## config.mk

```make
export PLATFORM = sky130hd
export DESIGN_NAME = debam_divider_seq
export DESIGN_NICKNAME = d
export VERILOG_FILES = /design/src/rtl/debam_divider_seq.sv
export SDC_FILE = /design/constraint.sdc
export NUM_CORES = 1
export LEC_CHECK = 0
export ABC_AREA = 1
export BUFFER_PORTS_ARGS = -buffer_cell sky130_fd_sc_hd__buf_4
export CORE_ASPECT_RATIO = 1.75
export CORE_UTILIZATION = 56
export DETAILED_ROUTE_END_ITERATION = 8
export PLACE_DENSITY = 0.81
export SYNTH_ARGS = -nofsm -noshare
export SYNTH_HDL_FRONTEND = slang
export SYNTH_SLANG_ARGS = --single-unit
```

## constraint.sdc

```tcl
create_clock -name clock -period 2.4 [get_ports clock]
set_input_delay 0.48 -clock clock [delete_from_list [all_inputs] [get_ports clock]]
set_output_delay 0.48 -clock clock [all_outputs]
set_load 0.01 [all_outputs]
```

## src/rtl/debam_divider_seq.sv

```systemverilog
// Sequential radix-2 restoring divider: 2N-bit dividend / N-bit divisor -> N-bit quotient and
// remainder, one quotient bit per cycle, valid/ready on both sides.
// Optional build macro DEBAM_DIVIDER_ROUND_EN: round the quotient to nearest (saturating)
// on completion; the remainder stays truncated.
module debam_divider_seq #(
    parameter int unsigned N = 8
) (
    input  logic           clock,
    input  logic           reset,
    input  logic           in_valid,
    output logic           in_ready,
    input  logic [2*N-1:0] DIVIDEND,
    input  logic [N-1:0]   DIVISOR,
    output logic           out_valid,
    input  logic           out_ready,
    output logic [N-1:0]   QUOTIENT,
    output logic [N-1:0]   REMAINDER,
    output logic           div_by_zero,
    output logic           overflow
);

    localparam int unsigned CntW = (N > 1) ? $clog2(N) : 1;

    typedef enum logic [1:0] {StIdle, StCalc, StDone} state_e;

    state_e          state_q, state_d;
    logic [N-1:0]    d_q, d_d;
    logic [N:0]      r_q, r_d;
    logic [N-1:0]    q_q, q_d;
    logic [CntW-1:0] cnt_q, cnt_d;
    logic [N-1:0]    quot_q, quot_d;
    logic [N-1:0]    rem_q, rem_d;
    logic            dbz_q, dbz_d;
    logic            ovf_q, ovf_d;

    logic [N-1:0]    dividend_hi;
    logic [N:0]      r_shift;
    logic [N:0]      r_diff;
    logic            fits;
    logic [N:0]      r_next;
    logic [N-1:0]    q_next;
    logic [N-1:0]    q_final;
    logic            unused_r_msb;

    assign dividend_hi = DIVIDEND[2*N-1:N];

    // One restoring step: shift {R,Q} left, trial-subtract D, keep the difference if it fits.
    always_comb begin
        r_shift = {r_q[N-1:0], q_q[N-1]};
        fits    = (r_shift >= {1'b0, d_q});
        r_diff  = r_shift - {1'b0, d_q};
        r_next  = fits ? r_diff : r_shift;
        q_next  = {q_q[N-2:0], fits};
    end

    // R < D after every step, so its top bit is always clear once the step completes.
    assign unused_r_msb = r_next[N];

`ifdef DEBAM_DIVIDER_ROUND_EN
    // Round to nearest: bump the quotient when 2R >= D, saturating at all-ones.
    always_comb begin
        q_final = q_next;
        if (({r_next, 1'b0} >= {2'b00, d_q}) && !(&q_next)) begin
            q_final = q_next + {{(N-1){1'b0}}, 1'b1};
        end
    end
`else
    // Truncated quotient.
    always_comb begin
        q_final = q_next;
    end
`endif

    // Next-state, datapath update and handshake outputs.
    always_comb begin
        state_d   = state_q;
        d_d       = d_q;
        r_d       = r_q;
        q_d       = q_q;
        cnt_d     = cnt_q;
        quot_d    = quot_q;
        rem_d     = rem_q;
        dbz_d     = dbz_q;
        ovf_d     = ovf_q;
        in_ready  = 1'b0;
        out_valid = 1'b0;
        unique case (state_q)
            StIdle: begin
                in_ready = 1'b1;
                if (in_valid) begin
                    d_d = DIVISOR;
                    if (DIVISOR == '0) begin
                        state_d = StDone;
                        quot_d  = '1;
                        rem_d   = '0;
                        dbz_d   = 1'b1;
                        ovf_d   = 1'b0;
                    end else if (dividend_hi >= DIVISOR) begin
                        // Quotient would need more than N bits.
                        state_d = StDone;
                        quot_d  = '1;
                        rem_d   = '0;
                        dbz_d   = 1'b0;
                        ovf_d   = 1'b1;
                    end else begin
                        state_d = StCalc;
                        r_d     = {1'b0, dividend_hi};
                        q_d     = DIVIDEND[N-1:0];
                        cnt_d   = '0;
                    end
                end
            end
            StCalc: begin
                r_d   = r_next;
                q_d   = q_next;
                cnt_d = cnt_q + CntW'(1);
                if (cnt_q == CntW'(N - 1)) begin
                    state_d = StDone;
                    quot_d  = q_final;
                    rem_d   = r_next[N-1:0];
                    dbz_d   = 1'b0;
                    ovf_d   = 1'b0;
                end
            end
            StDone: begin
                out_valid = 1'b1;
                if (out_ready) begin
                    state_d = StIdle;
                end
            end
            default: begin
                state_d = StIdle;
            end
        endcase
    end

    // State and datapath registers with synchronous reset.
    always_ff @(posedge clock) begin
        if (reset) begin
            state_q <= StIdle;
            d_q     <= '0;
            r_q     <= '0;
            q_q     <= '0;
            cnt_q   <= '0;
            quot_q  <= '0;
            rem_q   <= '0;
            dbz_q   <= 1'b0;
            ovf_q   <= 1'b0;
        end else begin
            state_q <= state_d;
            d_q     <= d_d;
            r_q     <= r_d;
            q_q     <= q_d;
            cnt_q   <= cnt_d;
            quot_q  <= quot_d;
            rem_q   <= rem_d;
            dbz_q   <= dbz_d;
            ovf_q   <= ovf_d;
        end
    end

    assign QUOTIENT    = quot_q;
    assign REMAINDER   = rem_q;
    assign div_by_zero = dbz_q;
    assign overflow    = ovf_q;

endmodule

```

==> results by group, run 1 <==
Floorplan
  – Num rows: 33
  – Total I/O pin count: 48
  – CORE AREA: 4748 um2
  – Die height: 95.36 um
  – DIE WIDTH: 55.35 um
  – Die outline area: 5277 um2
  – Starting Density: 0.5874

Cells and area
  – Post-route cell area: 3377 um2
  – Non-filler cells, final: 540
  – Multi-input gate area: 1567 um2
  – # nets final: 534
  – Register Area: 940.9 um2
  – Fill cells: 433
  – Share of cells above drive strength 1: 0.1537
  – Area growth, synth to finish: 21.09%
  – Inserted Diodes: 0

Power and ir drop
  – Leak pwr: 1.781 nW
  – Max IR drop VDD: 0.6875 mV
  – PwrDens: 910.9 nW/um2

Worst setup path
  – CP Capture Type: flip-flop
  – Maximum fanout along the worst path: 5
  – Delay-heaviest family, CP: simple AND/OR/NAND/NOR gates
  – CP Depth: 14
  – CP Class: flip-flop to flip-flop
  – Crit path arrival time: 2340 ps
  – Cell mode on critical path: nand2_1
  – CP peak stage delay: 360 ps
  – CP startpoint kind: flip-flop
  – Slowest CP cell: ha_1
  – FF-to-FF setup slack: 300 ps
  – Crit-path cells: inv_1 -> ha_1 -> nand2_1 -> inv_1 -> nand2_1 -> nor2_1 -> nor2_1 -> nand2_1 -> buf_4 -> nand2_1 -> nand3_1 -> nand2_1 -> nor2_1 -> nor2_1
  – Worst Path Buf+Inv: 3
  – FF-to-FF path depth: 14
  – CP Data Required Time: 2630 ps

Timing
  – Max_slew headroom: 0.7234
  – F_max: 475.8 MHz
  – Final Hold Fails: 0
  – Worst clock skew: 8.584 ps
  – Slew Viols, Final: 0
  – Sum Neg Setup Slack: 0 ps
  – Final Setup Violations: 0
  – Min Hold Slack: 431.7 ps
  – Tcrit/Tclk final: 0.8757
  – Unrepaired setup endpoints after global routing: no
  – Worst slew pin tran: 414.3 ps
  – Minimum clock period: 2102 ps

Placed design
  – Placed cell count: 532
  – Post-DP HPWL: 5772 um
  – Port bufs: 47
  – Post-DP Area: 3237 um2
  – Routability cong.: 0.8868

Clocking
  – Clock Sinks: 47
  – # resized after CTS: 0
  – CTS Hold Buffers Added: 0
  – CTS max path bufs: 2
  – CTS tree: done
  – CTS root buf: clkbuf_8
  – Reg clk slew, reported paths: 90 ps
  – Worst-Skew Late Latency: 310 ps
  – TritonCTS Buffers: 5
  – H-tree depth: 2
  – Post-CTS Setup Bufs: 0

Synthesis
  – Syn nets: 482
  – Cells after synthesis: 435
  – Synth Register Bits: 47
  – Main combinational cell family by area after synthesis: simple AND/OR/NAND/NOR gates
  – Async SR Flop Fraction: 0
  – Post-synth top area share: 0.3374
  – Adder-Cell Fraction of Synth Area: 0.08793
  – Post-Syn Area per Cell: 6.411 um2
  – Simple-Gate Fraction of Synth Area: 0.3620
  – Area leader, netlist: dfxtp_1
  – Mux contribution to synthesized area: 0.003589
  – Synth top cells by count: 117 x nand2_1, 76 x nor2_1, 54 x inv_1
  – Post-synth EDFFs: 0
  – Seq/Total Area, Yosys: 0.3374
  – Top cells by area, synth: dfxtp_1 34%, nand2_1 16%, nor2_1 10%
  – Synth Area in XOR/XNOR: 0.006281
  – Compound-Gate Fraction of Synth Area: 0.1018
  – Most common cell in the synthesized netlist: nand2_1
  – Count of cell types in the netlist: 30
  – Main flop type after synthesis: dfxtp_1
  – Yosys warning count: 0
  – Synthesized area: 2789 um2

GRT
  – Number of global-route vias before repair: 2885
  – Initial antenna violation count: 0
  – Largest net degree at the start of global routing: 31
  – GRT overflow: 0
  – Gr usage total: 0.2966
  – First-pass GRT wire length: 12220 um

Detailed routing
  – Initial DRC count: 174
  – Final WL: 7428 um
  – Drc violations: 0
  – WL per Instance: 13.76 um
  – Vias: 2950
  – DR pass1 iterations: 5
  – Via density: 5.463
  – Post-route ant nets: 0

Run
  – Max Cap Viol: 0

Run status
  – Outcome: completed

Hold path
  – Hold Path Cell Cnt: 2
  – Min-Delay Path Class: input port to flip-flop
-- area by class of cell --
cell class	instances	share of cell area
multi-input cells	316	0.4639
well taps	52	0.01927
flip-flops and latches	47	0.2786
inverters	57	0.06336
clock buffers	5	0.02038
clock inverters	3	0.02112
repair buffers	60	0.1334
-- per-stage QoR --
stage          total power, W    util  setup WS, ps
2_1_floorplan        0.001909       -         377.1
3_3_place_gp         0.002333  0.6817         195.5
3_5_place_dp         0.002360  0.6817         163.8
4_1_cts              0.003073  0.7112         322.6
5_1_grt              0.003308  0.7112         83.40
6_report             0.003076  0.7112         298.3
-- path summary, 6_finish.rpt --
path / from / endpoint
setup / recovery: d_q[3] / r_q[0]
hold reg to reg: cnt_q[1] / cnt_q[1]
hold / removal: reset / q_q[7]
setup reg to reg: d_q[3] / r_q[0]
-- worst reg2reg max path: cells and delay by family (launching register included) --
| kind | cells | cell delay (ps) |
|---|---|---|
| adder cells (fa/ha/maj) | 1 | 360 |
| buffers and inverters | 3 | 270 |
| flip-flops | 1 | 350 |
| AND/OR/NAND/NOR | 10 | 1060 |
-- registers in the layout (all words and copies together), names as in the netlist --
name         flops
QUOTIENT         8
d_q              8
overflow         1
div_by_zero      1
q_q              8
r_q              8
cnt_q            3
REMAINDER        8
state_q          2
-- where the power goes --
group,internal [W],switching [W],total [W]
Sequential,0.000914,0.0000881,0.00100
Clock,0.000423,0.000288,0.000711
Combinational,0.000548,0.000816,0.00136
-- layer usage --
metal | GRT usage | wire length [um]
met4 | 0.1854 | 399
met3 | 0.03799 | 290
met2 | 0.5944 | 4108
met1 | 0.2767 | 2629
met5 | 0 | 0
-- kinds of logic (layout without fill, tap and decap cells) --
group                    Yosys count  count (layout)
XOR/XNOR                           2               2
adder cells (fa/ha/maj)           19              19
AO/OA/AOI/OAI                     49              49
buffers and inverters             72             125
flip-flops                        47              47
AND/OR/NAND/NOR                  245             245
multiplexers                       1               1
-- cell usage in the layout (no fill, tap or decap), types with 2 or more instances in the layout --
master	netlist	layout
o31ai_1	8	8
inv_2	2	2
inv_1	54	54
bufinv_16	0	2
clkbuf_8	0	5
ha_1	18	18
dfxtp_1	47	47
o21ai_0	13	13
a21oi_1	24	24
nand3_1	37	37
nor3_1	3	3
nor2_1	76	76
nand4_1	7	7
buf_4	1	60
nand2_1	117	117
Power figures use the tool's default switching activity.
==> run 2: changes to the inputs <==
--- a/config.mk
+++ b/config.mk
@@ -7,10 +7,11 @@
 export LEC_CHECK = 0
 export ABC_AREA = 1
 export BUFFER_PORTS_ARGS = -buffer_cell sky130_fd_sc_hd__buf_4
+export CAP_MARGIN = 20
 export CORE_ASPECT_RATIO = 1.75
 export CORE_UTILIZATION = 56
 export DETAILED_ROUTE_END_ITERATION = 8
-export PLACE_DENSITY = 0.81
+export PLACE_DENSITY = 0.8
 export SYNTH_ARGS = -nofsm -noshare
 export SYNTH_HDL_FRONTEND = slang
 export SYNTH_SLANG_ARGS = --single-unit
==> results by group, run 2 (same netlist as run 1, synthesis figures left out) <==
Run status
  – Outcome: completed

Worst setup path
  – CP Data Required Time: 2640 ps
  – Crit-path cells: inv_1 -> ha_1 -> nand2_1 -> nand2_1 -> nand2_1 -> nand3_1 -> nand2_1 -> nand2_1 -> buf_4 -> nand2_1 -> nand3_1 -> nand3_1 -> nand2_1 -> nor2_1
  – CP peak stage delay: 370 ps
  – Maximum fanout along the worst path: 7
  – Cell mode on critical path: nand2_1
  – Worst Path Buf+Inv: 2
  – CP Class: flip-flop to flip-flop
  – Delay-heaviest family, CP: simple AND/OR/NAND/NOR gates
  – Slowest CP cell: ha_1
  – CP Depth: 14
  – Crit path arrival time: 2360 ps
  – CP Capture Type: flip-flop
  – FF-to-FF path depth: 14
  – CP startpoint kind: flip-flop

Detailed routing
  – Vias: 2891
  – DR pass1 iterations: 5
  – Final WL: 7376 um
  – Via density: 5.344
  – Initial DRC count: 133
  – Drc violations: 0
  – WL per Instance: 13.63 um
  – Post-route ant nets: 0

Clocking
  – TritonCTS Buffers: 5
  – CTS tree: done
  – Post-CTS Setup Bufs: 0
  – Reg clk slew, reported paths: 80 ps
  – Worst-Skew Late Latency: 300 ps
  – # resized after CTS: 0
  – CTS Hold Buffers Added: 0
  – Clock Sinks: 47
  – CTS root buf: clkbuf_8
  – H-tree depth: 2
  – CTS max path bufs: 2

Cells and area
  – Non-filler cells, final: 541
  – Inserted Diodes: 0
  – Area growth, synth to finish: 19.56%
  – Post-route cell area: 3334 um2
  – Commonest non-fill, non-tap cell in the layout: nand2_1
  – Fill cells: 428
  – Share of cells above drive strength 1: 0.1554
  – # nets final: 536
  – Most frequent cells in the layout: 117 x nand2_1, 76 x nor2_1, 62 x buf_4

Hold path
  – Min-Delay Path Class: input port to flip-flop
  – Hold Path Cell Cnt: 2

Placed design
  – Routability cong.: 0.9197
  – Port bufs: 47
  – Post-DP HPWL: 5837 um
  – Post-DP Area: 3252 um2
  – Placement Setup Slack: 257.7 ps
  – Placed cell count: 534

Timing
  – Max_slew headroom: 0.7443
  – Final Setup Violations: 0
  – Unrepaired setup endpoints after global routing: no
  – Slew Viols, Final: 0
  – Worst clock skew: 9.708 ps
  – Minimum clock period: 2118 ps
  – Tcrit/Tclk final: 0.8827
  – Worst setup margin: 281.6 ps
  – F_max: 472.0 MHz
  – Sum Neg Setup Slack: 0 ps
  – Final Hold Fails: 0
  – Worst slew pin tran: 379.5 ps

GRT
  – Initial antenna violation count: 0
  – First-pass GRT wire length: 11910 um
  – GRT overflow: 0
  – Largest net degree at the start of global routing: 22
  – Gr usage total: 0.2927
  – Number of global-route vias before repair: 2697

Floorplan
  – Total I/O pin count: 48
  – DIE WIDTH: 55.35 um
  – Starting Density: 0.5874
  – Die outline area: 5277 um2
  – CORE AREA: 4748 um2
  – Num rows: 33
  – Die height: 95.36 um

Power and ir drop
  – Leak pwr: 1.764 nW
  – Max IR drop VDD: 0.6890 mV
  – PwrDens: 845.5 nW/um2

Run
  – Max Cap Viol: 0
## run 2: changes by cell type in the layout (fill, tap and decap cells not counted), sizes merged
| cell | before | now |
|---|---|---|
| clkinv | 1 | 3 |
| bufinv | 2 | 0 |
| inv | 57 | 56 |
| buf | 60 | 62 |
## run 2: layout make-up
cell class / count / area [um2] / area share
clock buffers: 5 / 68.82 / 0.02064
well taps: 52 / 65.06 / 0.01951
clock inverters: 2 / 13.76 / 0.004128
inverters: 57 / 214.0 / 0.06417
flip-flops and latches: 47 / 940.9 / 0.2822
repair buffers: 62 / 465.4 / 0.1396
multi-input cells: 316 / 1567 / 0.4698
## run 2: routing by layer
layer  GRT usage  vias up  wire length, um
met5           0        -                0
met4      0.1875        0              441
met3     0.03392       28              290
met2      0.5663       82             4011
met1      0.2904     1300             2631
li1            -     1481                -
## run 2: worst register-to-register path: stages (launching register included)
cell and delay [ps]:
dfxtp_1 340, inv_1 60, ha_1 370, nand2_1 110, nand2_1 60, nand2_1 70
nand3_1 110, nand2_1 180, nand2_1 100, buf_4 170, nand2_1 60, nand3_1 160
nand3_1 120, nand2_1 60, nor2_1 100
## run 2: worst paths after layout
kind | to | from | slack [ps]
setup / recovery | REMAINDER[2] | d_q[2] | 280
hold / removal | q_q[1] | reset | 440
setup reg to reg | REMAINDER[2] | d_q[2] | 280
hold reg to reg | q_q[7] | q_q[7] | 470
## run 2: power by group
group | internal [W] | switching (W)
sequential | 0.000914 | 0.0000856
combinational | 0.000547 | 0.000811
clock | 0.000199 | 0.000263
## run 2: per-stage QoR
stage                     power, W  utilization  hold WS [ps]
after floorplan           0.001909            -         441.1
after global placement    0.002332       0.6848         448.4
after detailed placement  0.002358       0.6848         454.5
after CTS                 0.002814       0.7022         442.7
after global routing      0.003046       0.7022         448.8
final                     0.002819       0.7022         443.7
==> run 3: changes to the inputs <==
--- a/config.mk
+++ b/config.mk
@@ -10,8 +10,10 @@
 export CAP_MARGIN = 20
 export CORE_ASPECT_RATIO = 1.75
 export CORE_UTILIZATION = 56
+export CTS_CLUSTER_DIAMETER = 30
 export DETAILED_ROUTE_END_ITERATION = 8
 export PLACE_DENSITY = 0.8
+export SLEW_MARGIN = 20
 export SYNTH_ARGS = -nofsm -noshare
 export SYNTH_HDL_FRONTEND = slang
 export SYNTH_SLANG_ARGS = --single-unit
==> constraint.sdc (replaced) <==
create_clock -name clock -period 2.3 [get_ports clock]
set_input_delay 0.46 -clock clock [delete_from_list [all_inputs] [get_ports clock]]
set_output_delay 0.46 -clock clock [all_outputs]
set_load 0.01 [all_outputs]
==> results by group, run 3 (same netlist as run 1, synthesis figures left out) <==
Cells and area
  – Inserted Diodes: 0
  – Share of cells above drive strength 1: 0.1677
  – Most frequent cells in the layout: 117 x nand2_1, 75 x nor2_1, 67 x buf_4
  – Commonest non-fill, non-tap cell in the layout: nand2_1
  – # nets final: 541
  – Area growth, synth to finish: 21.58%
  – Fill cells: 448

Timing
  – Unrepaired setup endpoints after global routing: no
  – Max_slew headroom: 0.7136
  – Final Hold Fails: 0
  – Worst slew pin tran: 425.1 ps
  – Sum Neg Setup Slack: 0 ps
  – Worst clock skew: 7.294 ps
  – Final Setup Violations: 0
  – Slew Viols, Final: 0
  – Minimum clock period: 2089 ps
  – Worst setup margin: 210.6 ps
  – Tcrit/Tclk final: 0.9085
  – F_max: 478.6 MHz

Clocking
  – Reg clk slew, reported paths: 90 ps
  – CTS Hold Buffers Added: 0
  – CTS max path bufs: 2
  – TritonCTS Buffers: 5
  – H-tree depth: 2
  – CTS root buf: clkbuf_8
  – Worst-Skew Late Latency: 300 ps
  – Clock Sinks: 47
  – CTS tree: done
  – Post-CTS Setup Bufs: 0

Floorplan
  – Num rows: 33
  – DIE WIDTH: 55.35 um
  – Starting Density: 0.5874
  – Total I/O pin count: 48
  – Die height: 95.36 um
  – CORE AREA: 4748 um2
  – Die outline area: 5277 um2

Hold path
  – Hold Path Cell Cnt: 2
  – Hold EP: state_q[0]
  – Hold Crit Start: reset
  – Min-Delay Path Class: input port to flip-flop

GRT
  – First-pass GRT wire length: 12380 um
  – Largest net degree at the start of global routing: 25
  – Number of global-route vias before repair: 2856
  – GRT overflow: 0
  – Gr usage total: 0.2987
  – Initial antenna violation count: 0

Detailed routing
  – Vias: 2901
  – DR pass1 iterations: 4
  – WL met3: 172 um
  – Top layer in use: met4
  – WL per Instance: 13.44 um
  – Drc violations: 0
  – Met1 Routed Length: 2797 um
  – Post-route ant nets: 0
  – Final WL: 7352 um
  – Via density: 5.303
  – Initial DRC count: 117
  – Routed wl met2: 4056 um

Worst setup path
  – FF-to-FF setup slack: 210 ps
  – RR Startpoint: d_q[4]
  – FF-to-FF path depth: 11
  – Crit path arrival time: 2340 ps
  – CP Data Required Time: 2550 ps
  – CP startpoint kind: flip-flop
  – CP Capture Type: flip-flop
  – CP Class: flip-flop to flip-flop
  – Reg2reg end: REMAINDER[5]
  – Maximum fanout along the worst path: 4

Run
  – Max Cap Viol: 0

Power and ir drop
  – Max IR drop VDD: 0.7450 mV
  – PwrDens: 899.1 nW/um2
  – Leak pwr: 1.790 nW

Placed design
  – Routability cong.: 0.9039
  – Placement Setup Slack: 141.5 ps
  – Port bufs: 47
  – Post-DP HPWL: 5700 um

Run status
  – Outcome: completed
-- run 3: worst max-delay path by stage --
stage / from / to / slack [ps] / cells after the start
2_1_floorplan: DIVISOR[7] / REMAINDER[5] / 300 / 12
4_1_cts: d_q[4] / REMAINDER[3] / 150 / 11
3_3_place_gp: DIVISOR[7] / REMAINDER[0] / 140 / 12
3_5_place_dp: DIVISOR[7] / REMAINDER[1] / 140 / 12
6_report: d_q[4] / REMAINDER[5] / 210 / 11
5_1_grt: d_q[4] / REMAINDER[7] / 60 / 14
-- run 3: layout make-up --
type | count | area (um2) | share of cell area
repair buffers | 67 | 503.0 | 0.1483
multi-input cells | 316 | 1569 | 0.4627
flip-flops and latches | 47 | 940.9 | 0.2775
inverters | 57 | 214.0 | 0.06310
clock inverters | 2 | 16.27 | 0.004797
well taps | 52 | 65.06 | 0.01919
clock buffers | 6 | 82.58 | 0.02435
-- run 3: routing by layer --
layer | up-vias | GRT usage
li1 | 1491 | -
met1 | 1315 | 0.2854
met2 | 70 | 0.6044
met3 | 25 | 0.03528
met4 | 0 | 0.1625
met5 | - | 0
-- run 3: critical path: stages (launching register included) --
cell and delay [ps]:
dfxtp_1 340, inv_1 40, ha_1 350, nand2_1 130
inv_1 60, nand2_1 80, nor2_1 50, nor2_2 180
nand3_1 210, o21ai_0 420, nor2_1 70, nor2_1 100
-- run 3: per-stage QoR --
| step | instances | utilization | total power (W) | instance area [um2] | hold WS [ps] |
|---|---|---|---|---|---|
| 2_1_floorplan | 435 | - | 0.001992 | 2789 | 441.1 |
| 3_3_place_gp | 539 | 0.6928 | 0.002478 | 3289 | 449.8 |
| 3_5_place_dp | 539 | 0.6928 | 0.002506 | 3289 | 467.5 |
| 4_1_cts | 547 | 0.7136 | 0.003043 | 3388 | 420.0 |
| 5_1_grt | 547 | 0.7141 | 0.003294 | 3391 | 426.6 |
| 6_report | 547 | 0.7141 | 0.003049 | 3391 | 415.7 |
-- run 3: what timing repair did --
item,in CTS,in global routing
resized for setup,0,1
setup endpoints to repair,0,3
hold endpoints to repair,0,0
-- run 3: power by group --
group | total (W) | internal, W | switching (W)
clock network | 0.000546 | 0.000246 | 0.000300
registers | 0.00104 | 0.000954 | 0.0000908
logic | 0.00146 | 0.000606 | 0.000852
